**config.mk**
```make
export PLATFORM = sky130hd
export DESIGN_NAME = fetch_stage_flat
export DESIGN_NICKNAME = d
export VERILOG_FILES = /design/src/rtl/fetch_stage_pkg.sv /design/src/rtl/fetch_stage_if.sv /design/src/rtl/fetch_buffer.sv /design/src/rtl/fetch_stage.sv /design/src/flat_wrapper.sv
export SDC_FILE = /design/constraint.sdc
export NUM_CORES = 1
export LEC_CHECK = 0
export ABC_CLOCK_PERIOD_IN_PS = 5100
export CAP_MARGIN = 20
export CORE_ASPECT_RATIO = 0.6
export CORE_MARGIN = 3
export CORE_UTILIZATION = 35
export CTS_CLUSTER_SIZE = 24
export DETAILED_ROUTE_END_ITERATION = 8
export PLACE_DENSITY_LB_ADDON = 0.12
export SLEW_MARGIN = 10
export SYNTH_ARGS = -nofsm -noshare
export SYNTH_HDL_FRONTEND = slang
export SYNTH_SLANG_ARGS = --single-unit
```
**constraint.sdc**
```tcl
create_clock -name clk -period 5.1 [get_ports clk]
set_clock_uncertainty 0.2 [all_clocks]
set_input_delay 1.02 -clock clk [delete_from_list [all_inputs] [get_ports clk]]
set_output_delay 1.02 -clock clk [all_outputs]
set_load 0.03 [all_outputs]
```
**src/rtl/fetch_stage_pkg.sv**
```systemverilog
// Shared fetch-path types and sizing for the CPU front end.
package cpuPkg;

    localparam int unsigned PC_WIDTH    = 8;
    localparam int unsigned INSTR_WIDTH = 32;
    localparam int unsigned BUF_DEPTH   = 2;

    typedef logic [PC_WIDTH-1:0]    pc_t;
    typedef logic [INSTR_WIDTH-1:0] instr_t;

    localparam pc_t RESET_PC = PC_WIDTH'(0);

    typedef struct packed {
        pc_t    pc;
        instr_t instr;
    } fetch_entry_t;

endpackage

```
**src/rtl/fetch_stage_if.sv**
```systemverilog
// Instruction-memory, redirect and decode-side signals of the fetch stage.
interface fetch_stage_if;
    import cpuPkg::*;

    logic   imem_req;
    pc_t    imem_addr;
    instr_t imem_rdata;
    logic   redirect_valid;
    pc_t    redirect_pc;
    logic   stall;
    logic   if_valid;
    instr_t if_instr;
    pc_t    if_pc;
    logic   if_ready;

    modport master (
        output imem_req, imem_addr, if_valid, if_instr, if_pc,
        input  imem_rdata, redirect_valid, redirect_pc, stall, if_ready
    );

    modport slave (
        input  imem_req, imem_addr, if_valid, if_instr, if_pc,
        output imem_rdata, redirect_valid, redirect_pc, stall, if_ready
    );

endinterface

```
**src/rtl/fetch_buffer.sv**
```systemverilog
// Two-entry fall-through FIFO of fetched {pc, instr} entries.
module fetch_buffer
    import cpuPkg::*;
(
    input  logic         clk,
    input  logic         rst_n,
    input  logic         push,
    input  logic         pop,
    input  logic         clear,
    input  fetch_entry_t push_data,
    output fetch_entry_t head_c,
    output logic         full,
    output logic         empty,
    output logic [1:0]   count
);

    localparam int unsigned CNT_W = 2;

    fetch_entry_t     mem_q [BUF_DEPTH];
    logic             rd_ptr_q;
    logic             wr_ptr_q;
    logic [CNT_W-1:0] count_q;
    logic             bypass;
    logic             do_wr;
    logic             do_rd;

    // An arriving entry popped while the store is empty passes straight through.
    always_comb begin
        bypass = (count_q == '0) && push && pop;
        do_wr  = push && !bypass;
        do_rd  = pop && (count_q != '0);
    end

    always_ff @(posedge clk or negedge rst_n) begin
        if (!rst_n) begin
            for (int i = 0; i < BUF_DEPTH; i++) begin
                mem_q[i] <= '0;
            end
            rd_ptr_q <= 1'b0;
            wr_ptr_q <= 1'b0;
            count_q  <= '0;
        end else if (clear) begin
            rd_ptr_q <= 1'b0;
            wr_ptr_q <= 1'b0;
            count_q  <= '0;
        end else begin
            if (do_wr) begin
                mem_q[wr_ptr_q] <= push_data;
                wr_ptr_q        <= ~wr_ptr_q;
            end
            if (do_rd) begin
                rd_ptr_q <= ~rd_ptr_q;
            end
            count_q <= count_q + CNT_W'(do_wr) - CNT_W'(do_rd);
        end
    end

    // Head shows zeros when nothing is stored or arriving.
    always_comb begin
        head_c = '0;
        if (count_q != '0) begin
            head_c = mem_q[rd_ptr_q];
        end else if (push) begin
            head_c = push_data;
        end
    end

    assign full  = (count_q == CNT_W'(BUF_DEPTH));
    assign empty = (count_q == '0) && !push;
    assign count = count_q;

endmodule

```
**src/rtl/fetch_stage.sv**
```systemverilog
// Fetch stage: PC sequencing, memory request issue and decode hand-off buffer.
module fetch_stage
    import cpuPkg::*;
(
    input  logic          clk,
    input  logic          rst_n,
    fetch_stage_if.master bus
);

    pc_t          pc_q;
    pc_t          req_pc_q;
    logic         inflight_q;
    logic         req_c;
    logic         push;
    logic         pop;
    logic         buf_full;
    logic         buf_empty;
    logic [1:0]   buf_count;
    logic [1:0]   occupancy;
    fetch_entry_t push_data;
    fetch_entry_t head_c;

    // Issue only while stored plus outstanding work leaves room in the buffer.
    always_comb begin
        occupancy       = buf_count + 2'(inflight_q);
        req_c           = rst_n && !bus.stall && !bus.redirect_valid
                          && !buf_full && (occupancy < 2'd2);
        push            = inflight_q && !bus.redirect_valid;
        pop             = !buf_empty && bus.if_ready && !bus.stall && !bus.redirect_valid;
        push_data.pc    = req_pc_q;
        push_data.instr = bus.imem_rdata;
    end

    always_ff @(posedge clk or negedge rst_n) begin
        if (!rst_n) begin
            pc_q       <= RESET_PC;
            req_pc_q   <= RESET_PC;
            inflight_q <= 1'b0;
        end else begin
            inflight_q <= req_c;
            if (bus.redirect_valid) begin
                pc_q <= bus.redirect_pc;
            end else if (req_c) begin
                req_pc_q <= pc_q;
                pc_q     <= pc_q + PC_WIDTH'(1);
            end
        end
    end

    fetch_buffer u_buffer (
        .clk       (clk),
        .rst_n     (rst_n),
        .push      (push),
        .pop       (pop),
        .clear     (bus.redirect_valid),
        .push_data (push_data),
        .head_c    (head_c),
        .full      (buf_full),
        .empty     (buf_empty),
        .count     (buf_count)
    );

    assign bus.imem_req  = req_c;
    assign bus.imem_addr = pc_q;
    assign bus.if_valid  = !buf_empty;
    assign bus.if_instr  = head_c.instr;
    assign bus.if_pc     = head_c.pc;

endmodule

```
**src/flat_wrapper.sv**
```systemverilog
// flat-port wrapper written by rule: the top's interface ports become plain ports
module fetch_stage_flat import cpuPkg::*;
  (clk, rst_n, bus_imem_req, bus_imem_addr, bus_if_valid, bus_if_instr, bus_if_pc, bus_imem_rdata, bus_redirect_valid, bus_redirect_pc, bus_stall, bus_if_ready);
  fetch_stage_if bus_i ();
  input  logic clk;
  input  logic rst_n;
  output wire logic [$bits(bus_i.imem_req)-1:0] bus_imem_req;
  output wire logic [$bits(bus_i.imem_addr)-1:0] bus_imem_addr;
  output wire logic [$bits(bus_i.if_valid)-1:0] bus_if_valid;
  output wire logic [$bits(bus_i.if_instr)-1:0] bus_if_instr;
  output wire logic [$bits(bus_i.if_pc)-1:0] bus_if_pc;
  input wire logic [$bits(bus_i.imem_rdata)-1:0] bus_imem_rdata;
  input wire logic [$bits(bus_i.redirect_valid)-1:0] bus_redirect_valid;
  input wire logic [$bits(bus_i.redirect_pc)-1:0] bus_redirect_pc;
  input wire logic [$bits(bus_i.stall)-1:0] bus_stall;
  input wire logic [$bits(bus_i.if_ready)-1:0] bus_if_ready;
  assign bus_imem_req = bus_i.imem_req;
  assign bus_imem_addr = bus_i.imem_addr;
  assign bus_if_valid = bus_i.if_valid;
  assign bus_if_instr = bus_i.if_instr;
  assign bus_if_pc = bus_i.if_pc;
  assign bus_i.imem_rdata = bus_imem_rdata;
  assign bus_i.redirect_valid = bus_redirect_valid;
  assign bus_i.redirect_pc = bus_redirect_pc;
  assign bus_i.stall = bus_stall;
  assign bus_i.if_ready = bus_if_ready;
  fetch_stage u_core (.clk(clk), .rst_n(rst_n), .bus(bus_i));
endmodule
```
==> results.ini, run 1 <==
[hold_path]
worstHoldPathCells = 1
hold_path.startpoint = u_core.u_buffer.mem_q[75]
hold_end = u_core.u_buffer.mem_q[75]
hold_path_class = reg2reg

[route]
vias_per_cell = 5.00
num_vias = 3326
drt_iter0_drc = 193
ant_nets = 0
totalWireLength_um = 11600
drc_errors = 0
drt-pass1-iter-count = 4
post_drt_wl_per_cell_um = 17.4

[layout]
fin_util_pct = 47.8
final_common_cell = dfrtp_1
final_cell_mix = dfrtp_1 (100), clkdlybuf4s50_1 (92), mux2_2 (86), nand2_1 (49), o21ai_0 (46)
n_fill_cell = 1185
nNetsFinal = 538
drive_above_1_share_pct = 24.0
antenna_cells = 0
final_cells = 665
area_growth_pct = 30.6

[worst_setup_path]
reg2reg_setup_slack_ns = 2.43
r2r_end = u_core.u_buffer.mem_q[17]
crit_fanout = 40
r2r_start = u_core.u_buffer.count[1]
cp_num_buf_inv = 3
worst_path_dominant_cell_family = buffers and inverters
required_ns = 3.88
crit_path_top_delay_cell = clkdlybuf4s50_1
crit_type = in2out
critPathMaxStageDelay_ns = 0.76
cp_common_cell = clkdlybuf4s50_1
end_kind = output pin
r2r_cells = 4
worstPathCellList = clkdlybuf4s50_1 -> nand2b_1 -> nor2_4 -> buf_4 -> nand2_1 -> o21ai_0 -> clkdlybuf4s50_1
start_kind = input port
crit_arrival_ns = 3.23

[global_route]
grt_usage_pct = 15.7
antenna_found_initial = 0
grt_start_max_net_pins = 59
grt_pass1_wl_um = 18800
grt_pass1_vias = 3480
grt.overflow.total = 0

[synth]
synthesis.nets = 447
yosysUniqueCellTypes = 35
synth_seq_area_share_pct = 52.8
ys_ff_latch = 101
ys.flop_type = dfrtp_1
yosysWarningCount = 0
synthCells = 399
netlist_area_um2 = 4790
async_reset_ff_share_pct = 100
avgSynthCellArea_um2 = 12.0
synth-edff-count = 0

[die]
start_util_pct = 36.6
ios = 95
dieArea_um2 = 15200
die_y_um = 96.6
core_area_um2 = 13100
die_w_um = 157
rows = 32

[timing]
hold_viol_final = 0
timing_max_transition_violations_final = 0
slew_headroom_pct = 34.4
fmax_mhz = 225
hold_ws_ns = 0.291
min_period_ns = 4.45
tns_ns = 0
tightestPinTransition_ns = 0.984
setup_viol = 0
period_share_pct = 87.3
rsz0062_at_grt = false

[power_and_ir_drop]
p_leak_nw = 2.59
powerDensity_nw_per_um2 = 343
totalPowerFinal_mw = 2.14
irDropWorstVdd_uv = 170

[clock_tree]
clock_latency_ns = 0.34
cts_buffers = 9
cts_resized = 0
h-tree-depth = 3
postCtsSetupRepairBufs = 0
path_clk_slew_ns = 0.06
cts_sinks = 101
postCtsHoldBufs = 0
tritoncts = built
cts_root_buf = clkbuf_16
clk_path_buf_depth = 2

[placement]
post-dp-hpwl_um = 7790
gp_congestion = 0.768
portBuffers = 94
dp.cells = 649

[job]
maxCapViolCount = 0

[outcome]
status = finished, final reports clean

## state kept, by name, indices dropped and copies added (netlist names)
| name | count |
|---|---|
| u_core.u_buffer.wr_ptr_q | 1 |
| u_core.inflight_q | 1 |
| u_core.u_buffer.count | 2 |
| u_core.u_buffer.mem_q | 80 |
| u_core.u_buffer.rd_ptr_q | 1 |
| u_core.req_pc_q | 8 |
| u_core.bus.imem_addr | 8 |
## Yosys cell counts, types with 2 or more instances
library cell,number,area (um2)
o211ai_1,2,15.0
buf_1,2,7.51
mux2_2,86,968
dfrtp_1,101,2530
nor4_1,2,12.5
clkbuf_1,13,48.8
nor3_1,2,10.0
ha_1,3,37.5
buf_2,8,40.0
nand3_1,4,20.0
nand2b_1,3,18.8
or4_1,2,15.0
nand2_1,49,184
mux2_1,2,22.5
mux2i_1,41,410
nor2b_1,2,12.5
xnor2_1,5,43.8
or3_1,3,18.8
a21oi_1,2,10.0
inv_1,2,7.51
nor2_1,6,22.5
o21ai_0,46,230
## per-stage QoR
step	area (um2)	setup slack (ns)
after floorplan	4790	1.66
after global placement	5960	0.696
after detailed placement	5960	0.661
after CTS	6260	0.645
after global routing	6260	0.529
final	6260	0.649
## area by class of cell
cell class | count | area (um2) | area share [%]
Inverter | 3 | 11.3 | 0.180
Tap cell | 170 | 213 | 3.40
Clock inverter | 4 | 47.5 | 0.760
Clock buffer | 12 | 246 | 3.94
Timing Repair Buffer | 103 | 1020 | 16.2
Multi-Input combinational cell | 272 | 2190 | 35.1
Sequential cell | 101 | 2530 | 40.4
## routing by layer
metal	vias to the layer above	part of all wire, %	wire, um	track usage [%]
li1	1591	-	-	-
met1	1649	54	6210	25.4
met2	78	41	4710	20.9
met3	8	4.9	563	3.71
met4	0	0.73	85	3.20
met5	-	0	0	0
## how the worst max path moves through the flow
stage	startpoint	to	cells after the start
4_1_cts	bus_redirect_valid	bus_if_pc[1]	7
3_5_place_dp	bus_redirect_valid	bus_if_pc[1]	7
3_3_place_gp	bus_redirect_valid	bus_if_pc[1]	7
6_report	bus_redirect_valid	bus_if_pc[1]	7
5_1_grt	bus_redirect_valid	bus_if_pc[1]	7
2_1_floorplan	bus_redirect_valid	bus_if_instr[0]	6
## power breakdown
group | leakage (nW) | switching (mW) | total (mW) | internal, mW
clock | 0.143 | 0.281 | 0.673 | 0.392
sequential | 1.29 | 0.0931 | 1.04 | 0.951
combinational | 1.16 | 0.195 | 0.427 | 0.232
total | 2.59 | 0.568 | 2.14 | 1.58
## kinds of logic (layout without fill, tap and decap cells)
family                   count (synthesis)  after routing  share of synthesized area, %
XOR/XNOR                                 6              6                          1.10
AND/OR/NAND/NOR                         79             79                          7.73
flip-flops                             101            101                          52.8
buffers and inverters                   26            122                          2.25
adder cells (fa/ha/maj)                  3              3                         0.784
AO/OA/AOI/OAI                           55             55                          6.11
multiplexers                           129            129                          29.3
Note: power is estimated with default switching activity, not from simulation.
==> inputs of run 2 (changes only) <==
Settings changed: ABC_CLOCK_PERIOD_IN_PS 5100 to 4200, CAP_MARGIN 20 to not set.
Clock period 5.1 ns to 4.2 ns, I/O delays scaled along.
==> run 2 against run 1 <==
Routed wire length decreased by 2.5%. Sequential power increased by 22%. Power increased by 26%. Critical path type unchanged.
==> results.ini, run 2 (synthesis gave the netlist of run 1 again) <==
[die]
start_util_pct = 36.6  ; unchanged
die_y_um = 96.6  ; unchanged
ios = 95  ; unchanged
dieArea_um2 = 15200  ; unchanged
rows = 32  ; unchanged
die_w_um = 157  ; unchanged
core_area_um2 = 13100  ; unchanged

[placement]
post-dp-hpwl_um = 7700  ; was 7790 um
post-place-ws_ns = 0.771  ; was 0.661 ns
portBuffers = 94  ; unchanged
placed_area_um2 = 5910  ; was 5960 um2
gp_congestion = 0.734  ; was 0.768

[timing]
tns_ns = 0  ; unchanged
slew_headroom_pct = 24.9  ; was 34.4%
hold_viol_final = 0  ; unchanged
setup_viol = 0  ; unchanged
fmax_mhz = 290
tightestPinTransition_ns = 1.13  ; was 0.984 ns
timing_max_transition_violations_final = 0  ; unchanged
setup_slack_ns = 0.755  ; was 0.649 ns
min_period_ns = 3.44
period_share_pct = 82.0
rsz0062_at_grt = false  ; unchanged

[global_route]
antenna_found_initial = 0  ; unchanged
grt_usage_pct = 15.0  ; was 15.7%
grt_pass1_vias = 3417  ; was 3480
grt.overflow.total = 0  ; unchanged
use_met2_pct = 21.7  ; was 20.9%
gr-usage-met1_pct = 22.3  ; was 25.4%
grt_pass1_wl_um = 18000  ; was 18800 um
grt-busiest-layer = met1  ; unchanged
met3_usage_pct = 4.60  ; was 3.71%
grt_start_max_net_pins = 73  ; was 59

[worst_setup_path]
start_kind = input port  ; unchanged
end_kind = output pin  ; unchanged
reg2reg_setup_slack_ns = 1.75  ; was 2.43 ns
cp_num_buf_inv = 3  ; unchanged
crit_fanout = 40  ; unchanged
worst_path_dominant_cell_family = buffers and inverters  ; unchanged
r2r_end = u_core.u_buffer.mem_q[2]  ; was u_core.u_buffer.mem_q[17]
crit_arrival_ns = 2.40  ; was 3.23 ns
r2r_cells = 4  ; unchanged
r2r_start = u_core.u_buffer.count[1]  ; unchanged
crit_type = in2out  ; unchanged
critPathMaxStageDelay_ns = 0.47  ; was 0.76 ns
required_ns = 3.16  ; was 3.88 ns
worstPathCellList = clkdlybuf4s50_1 -> nand2b_1 -> nor2_4 -> buf_12 -> nand2_1 -> o21ai_0 -> buf_4  ; was clkdlybuf4s50_1 -> nand2b_1 -> nor2_4 -> buf_4 -> nand2_1 -> o21ai_0 -> clkdlybuf4s50_1
crit_path_top_delay_cell = clkdlybuf4s50_1  ; unchanged

[clock_tree]
cts_buffers = 9  ; unchanged
cts_resized = 0  ; unchanged
tritoncts = built  ; unchanged
postCtsSetupRepairBufs = 0  ; unchanged
cts_root_buf = clkbuf_16  ; unchanged
clock_latency_ns = 0.34  ; about the same
postCtsHoldBufs = 0  ; unchanged
clk_path_buf_depth = 2  ; unchanged
cts_sinks = 101  ; unchanged
path_clk_slew_ns = 0.07  ; was 0.06 ns
h-tree-depth = 3  ; unchanged

[power_and_ir_drop]
p_leak_nw = 2.71  ; was 2.59 nW
irDropWorstVdd_uv = 184  ; was 170 uV
totalPowerFinal_mw = 2.71  ; was 2.14 mW
powerDensity_nw_per_um2 = 434  ; was 343 nW/um2

[layout]
multiInputGateArea_um2 = 2190  ; unchanged
largest_reg_flops = 80  ; unchanged
fin_util_pct = 47.7  ; was 47.8%
nNetsFinal = 539  ; was 538
seqCellArea_um2 = 2530  ; unchanged
final_common_cell = dfrtp_1  ; unchanged
final_cell_mix = dfrtp_1 (100), mux2_2 (86), clkdlybuf4s50_1 (52), nand2_1 (49), buf_4 (48)  ; was dfrtp_1 (100), clkdlybuf4s50_1 (92), mux2_2 (86), nand2_1 (49), o21ai_0 (46)
n_fill_cell = 1177  ; was 1185
regMostFlops = u_core.u_buffer.mem_q  ; unchanged
drive_above_1_share_pct = 32.5  ; was 24.0%
area_growth_pct = 30.4  ; was 30.6%
fin_area_um2 = 6250  ; was 6260 um2
antenna_cells = 0  ; unchanged

[hold_path]
hold_path_class = reg2reg  ; unchanged
hold_end = u_core.u_buffer.mem_q[75]  ; unchanged
worstHoldPathCells = 1  ; unchanged
hold_path.startpoint = u_core.u_buffer.mem_q[75]  ; unchanged

[route]
num_vias = 3370  ; was 3326
post_drt_wl_per_cell_um = 16.9  ; was 17.4 um
totalWireLength_um = 11300  ; was 11600 um
vias_per_cell = 5.06  ; was 5.00
drt_iter0_drc = 115  ; was 193
drt-pass1-iter-count = 4  ; unchanged
drc_errors = 0  ; unchanged
ant_nets = 0  ; unchanged

[job]
maxCapViolCount = 0  ; unchanged

[outcome]
status = finished, final reports clean  ; unchanged

==> run 2: worst max-delay path by stage <==
stage | slack (ns) | from | cells past startpoint | endpoint
floorplan | 1.12 | bus_redirect_valid | 6 | bus_if_instr[0]
global placement | 0.77 | bus_redirect_valid | 7 | bus_if_pc[3]
detailed placement | 0.77 | bus_redirect_valid | 7 | bus_if_pc[5]
CTS | 0.76 | bus_redirect_valid | 7 | bus_if_pc[5]
global route | 0.63 | bus_redirect_valid | 7 | bus_if_pc[5]
finish | 0.76 | bus_redirect_valid | 7 | bus_if_pc[5]
==> run 2: layout make-up <==
class	instances	area share, %
Clock buffer	10	3.67
Clock inverter	6	1.74
Inverter	3	0.180
Multi-Input combinational cell	272	35.1
Sequential cell	101	40.5
Tap cell	170	3.41
Timing Repair Buffer	104	15.4
==> run 2: routing by layer <==
layer	share of wire, %	vias to the layer above
li1	-	1601
met3	5.7	7
met2	42	81
met5	0	-
met4	0.75	0
met1	51	1681
==> run 2: where the power goes <==
group	switching (mW)	total (mW)	internal (mW)
logic	0.234	0.510	0.275
registers	0.111	1.27	1.15
clock network	0.353	0.935	0.583
==> run 2: worst register-to-register path: stages (launching register included) <==
cell       delay [ns]
dfrtp_1          0.46
or2_2            0.39
o2111ai_4        0.64
buf_12           0.27
mux2_2           0.37
==> run 2: metrics by stage <==
stage | std cells | hold slack (ns)
2_1_floorplan | 399 | 0.257
3_3_place_gp | 650 | 0.268
3_5_place_dp | 650 | 0.278
4_1_cts | 666 | 0.293
5_1_grt | 666 | 0.313
6_report | 666 | 0.293
==> inputs of run 3 (changes only) <==
Settings changed: ABC_CLOCK_PERIOD_IN_PS 4200 to 3500.
Clock period 4.2 ns to 3.5 ns, I/O delays scaled along.
==> run 3 against run 2 <==
Die area unchanged. Register-to-register slack worse by 0.75 ns. Sequential share of layout area up 0.24 points. Cell count up 0.45%. Critical endpoint is now bus_if_pc[3].
==> results.ini, run 3 (synthesis gave the netlist of run 1 again) <==
[layout]
antenna_cells = 0  ; unchanged
nNetsFinal = 542  ; was 539
seqCellArea_um2 = 2530  ; unchanged
fin_area_um2 = 6210  ; was 6250 um2
area_growth_pct = 29.7  ; was 30.4%
regMostFlops = u_core.u_buffer.mem_q  ; unchanged
largest_reg_flops = 80  ; unchanged
multiInputGateArea_um2 = 2190  ; unchanged
final_cell_mix = dfrtp_1 (100), mux2_2 (86), clkdlybuf4s50_1 (52), buf_4 (51), nand2_1 (49)  ; was dfrtp_1 (100), mux2_2 (86), clkdlybuf4s50_1 (52), nand2_1 (49), buf_4 (48)
final_common_cell = dfrtp_1  ; unchanged
n_fill_cell = 1188  ; was 1177
drive_above_1_share_pct = 32.9  ; was 32.5%

[route]
drc_errors = 0  ; unchanged
vias_per_cell = 5.00  ; was 5.06
drt-pass1-iter-count = 4  ; unchanged
drt_iter0_drc = 149  ; was 115
post_drt_wl_per_cell_um = 17.3  ; was 16.9 um
num_vias = 3346  ; was 3370
totalWireLength_um = 11500  ; was 11300 um
ant_nets = 0  ; unchanged

[worst_setup_path]
required_ns = 2.60  ; was 3.16 ns
cp_common_cell = buf_4
crit_type = in2out  ; unchanged
worst_path_dominant_cell_family = buffers and inverters  ; unchanged
critPathMaxStageDelay_ns = 0.46  ; was 0.47 ns
start_kind = input port  ; unchanged
worstPathCellList = clkdlybuf4s50_1 -> nand2b_1 -> nor2_4 -> buf_4 -> nand2_1 -> o21ai_0 -> buf_4  ; was clkdlybuf4s50_1 -> nand2b_1 -> nor2_4 -> buf_12 -> nand2_1 -> o21ai_0 -> buf_4
cp_num_buf_inv = 3  ; unchanged
crit_arrival_ns = 2.33  ; was 2.40 ns
end_kind = output pin  ; unchanged
crit_path_top_delay_cell = clkdlybuf4s50_1  ; unchanged
crit_fanout = 22  ; was 40

[power_and_ir_drop]
p_leak_nw = 2.70  ; was 2.71 nW
irDropWorstVdd_uv = 243  ; was 184 uV
powerDensity_nw_per_um2 = 493  ; was 434 nW/um2

[timing]
slew_headroom_pct = 47.4  ; was 24.9%
fmax_mhz = 310
hold_ws_ns = 0.00890  ; was 0.293 ns
tns_ns = 0  ; unchanged
tightestPinTransition_ns = 0.788  ; was 1.13 ns
setup_viol = 0  ; unchanged
min_period_ns = 3.23
timing_max_transition_violations_final = 0  ; unchanged
period_share_pct = 92.3
hold_viol_final = 0  ; unchanged
rsz0062_at_grt = false  ; unchanged

[clock_tree]
cts_resized = 0  ; unchanged
postCtsHoldBufs = 0  ; unchanged
h-tree-depth = 3  ; unchanged
tritoncts = built  ; unchanged
clock_latency_ns = 0.34  ; about the same
postCtsSetupRepairBufs = 0  ; unchanged
cts_root_buf = clkbuf_16  ; unchanged
clk_path_buf_depth = 2  ; unchanged
path_clk_slew_ns = 0.07  ; about the same
cts_buffers = 9  ; unchanged
cts_sinks = 101  ; unchanged

[die]
start_util_pct = 36.6  ; unchanged
die_y_um = 96.6  ; unchanged
die_w_um = 157  ; unchanged
rows = 32  ; unchanged
dieArea_um2 = 15200  ; unchanged
ios = 95  ; unchanged
core_area_um2 = 13100  ; unchanged

[global_route]
antenna_found_initial = 0  ; unchanged
grt_start_max_net_pins = 48  ; was 73
grt_pass1_vias = 3361  ; was 3417
grt_usage_pct = 15.3  ; was 15.0%
grt.overflow.total = 0  ; unchanged
grt_pass1_wl_um = 18400  ; was 18000 um

[placement]
post-dp-hpwl_um = 8010  ; was 7700 um
portBuffers = 94  ; unchanged
gp_congestion = 0.726  ; was 0.734
placed_area_um2 = 5930  ; was 5910 um2

[hold_path]
hold_path_class = in2async  ; was reg2reg

[job]
maxCapViolCount = 0  ; unchanged

[outcome]
status = finished, final reports clean  ; unchanged

[run 3: cell types whose count changed in the layout (fill, tap and decap cells not counted)]
cell / before / now
clkbuf_8: 0 / 2
inv_6: 1 / 0
clkinv_2: 2 / 3
bufinv_16: 3 / 0
buf_4: 48 / 51
clkinvlp_4: 0 / 1
[run 3: layer usage]
layer | vias to the layer above | GRT usage (%) | part of all wire, %
li1 | 1615 | - | -
met1 | 1647 | 24.2 | 53
met2 | 74 | 20.8 | 41
met3 | 10 | 4.34 | 5.1
met4 | 0 | 3.07 | 0.77
met5 | - | 0 | 0
[run 3: report_power, final]
group | internal [mW] | switching (mW)
Combinational | 0.331 | 0.282
Sequential | 1.39 | 0.133
Clock | 0.518 | 0.411
[run 3: layout make-up]
cell class,instances,area share (%)
repair buffers,107,15.8
clock inverters,4,0.363
flip-flops and latches,101,40.7
well taps,170,3.43
inverters,3,0.181
clock buffers,12,4.13
multi-input cells,272,35.3
[run 3: path summary, 6_finish.rpt]
kind	startpoint	end	slack (ns)	depth (start not counted)
hold / removal	rst_n	u_core.u_buffer.count[1]	0.009	1
setup reg to reg	u_core.u_buffer.count[1]	u_core.u_buffer.mem_q[5]	1.00	4
max in group asynchronous	rst_n	u_core.u_buffer.rd_ptr_q	1.62	3
min in group clk	u_core.u_buffer.mem_q[76]	u_core.u_buffer.mem_q[76]	0.29	1
setup / recovery	bus_redirect_valid	bus_if_pc[3]	0.27	7
hold reg to reg	u_core.u_buffer.mem_q[76]	u_core.u_buffer.mem_q[76]	0.29	1
[run 3: worst register-to-register path: cells and delay by family, from the launching register on]
family | cells | cell delay [ns]
multiplexers | 1 | 0.36
buffers and inverters | 1 | 0.28
AND/OR/NAND/NOR | 1 | 0.39
AO/OA/AOI/OAI | 1 | 0.67
flip-flops | 1 | 0.47
[run 3: stage by stage]
| step | total power [mW] | instances | setup WS (ns) | util, % |
|---|---|---|---|---|
| 2_1_floorplan | 1.90 | 399 | 0.701 | - |
| 3_3_place_gp | 2.13 | 653 | 0.218 | 45.3 |
| 3_5_place_dp | 2.17 | 653 | 0.247 | 45.3 |
| 4_1_cts | 3.11 | 669 | 0.237 | 47.4 |
| 5_1_grt | 3.23 | 669 | 0.154 | 47.4 |
| 6_report | 3.06 | 669 | 0.271 | 47.4 |
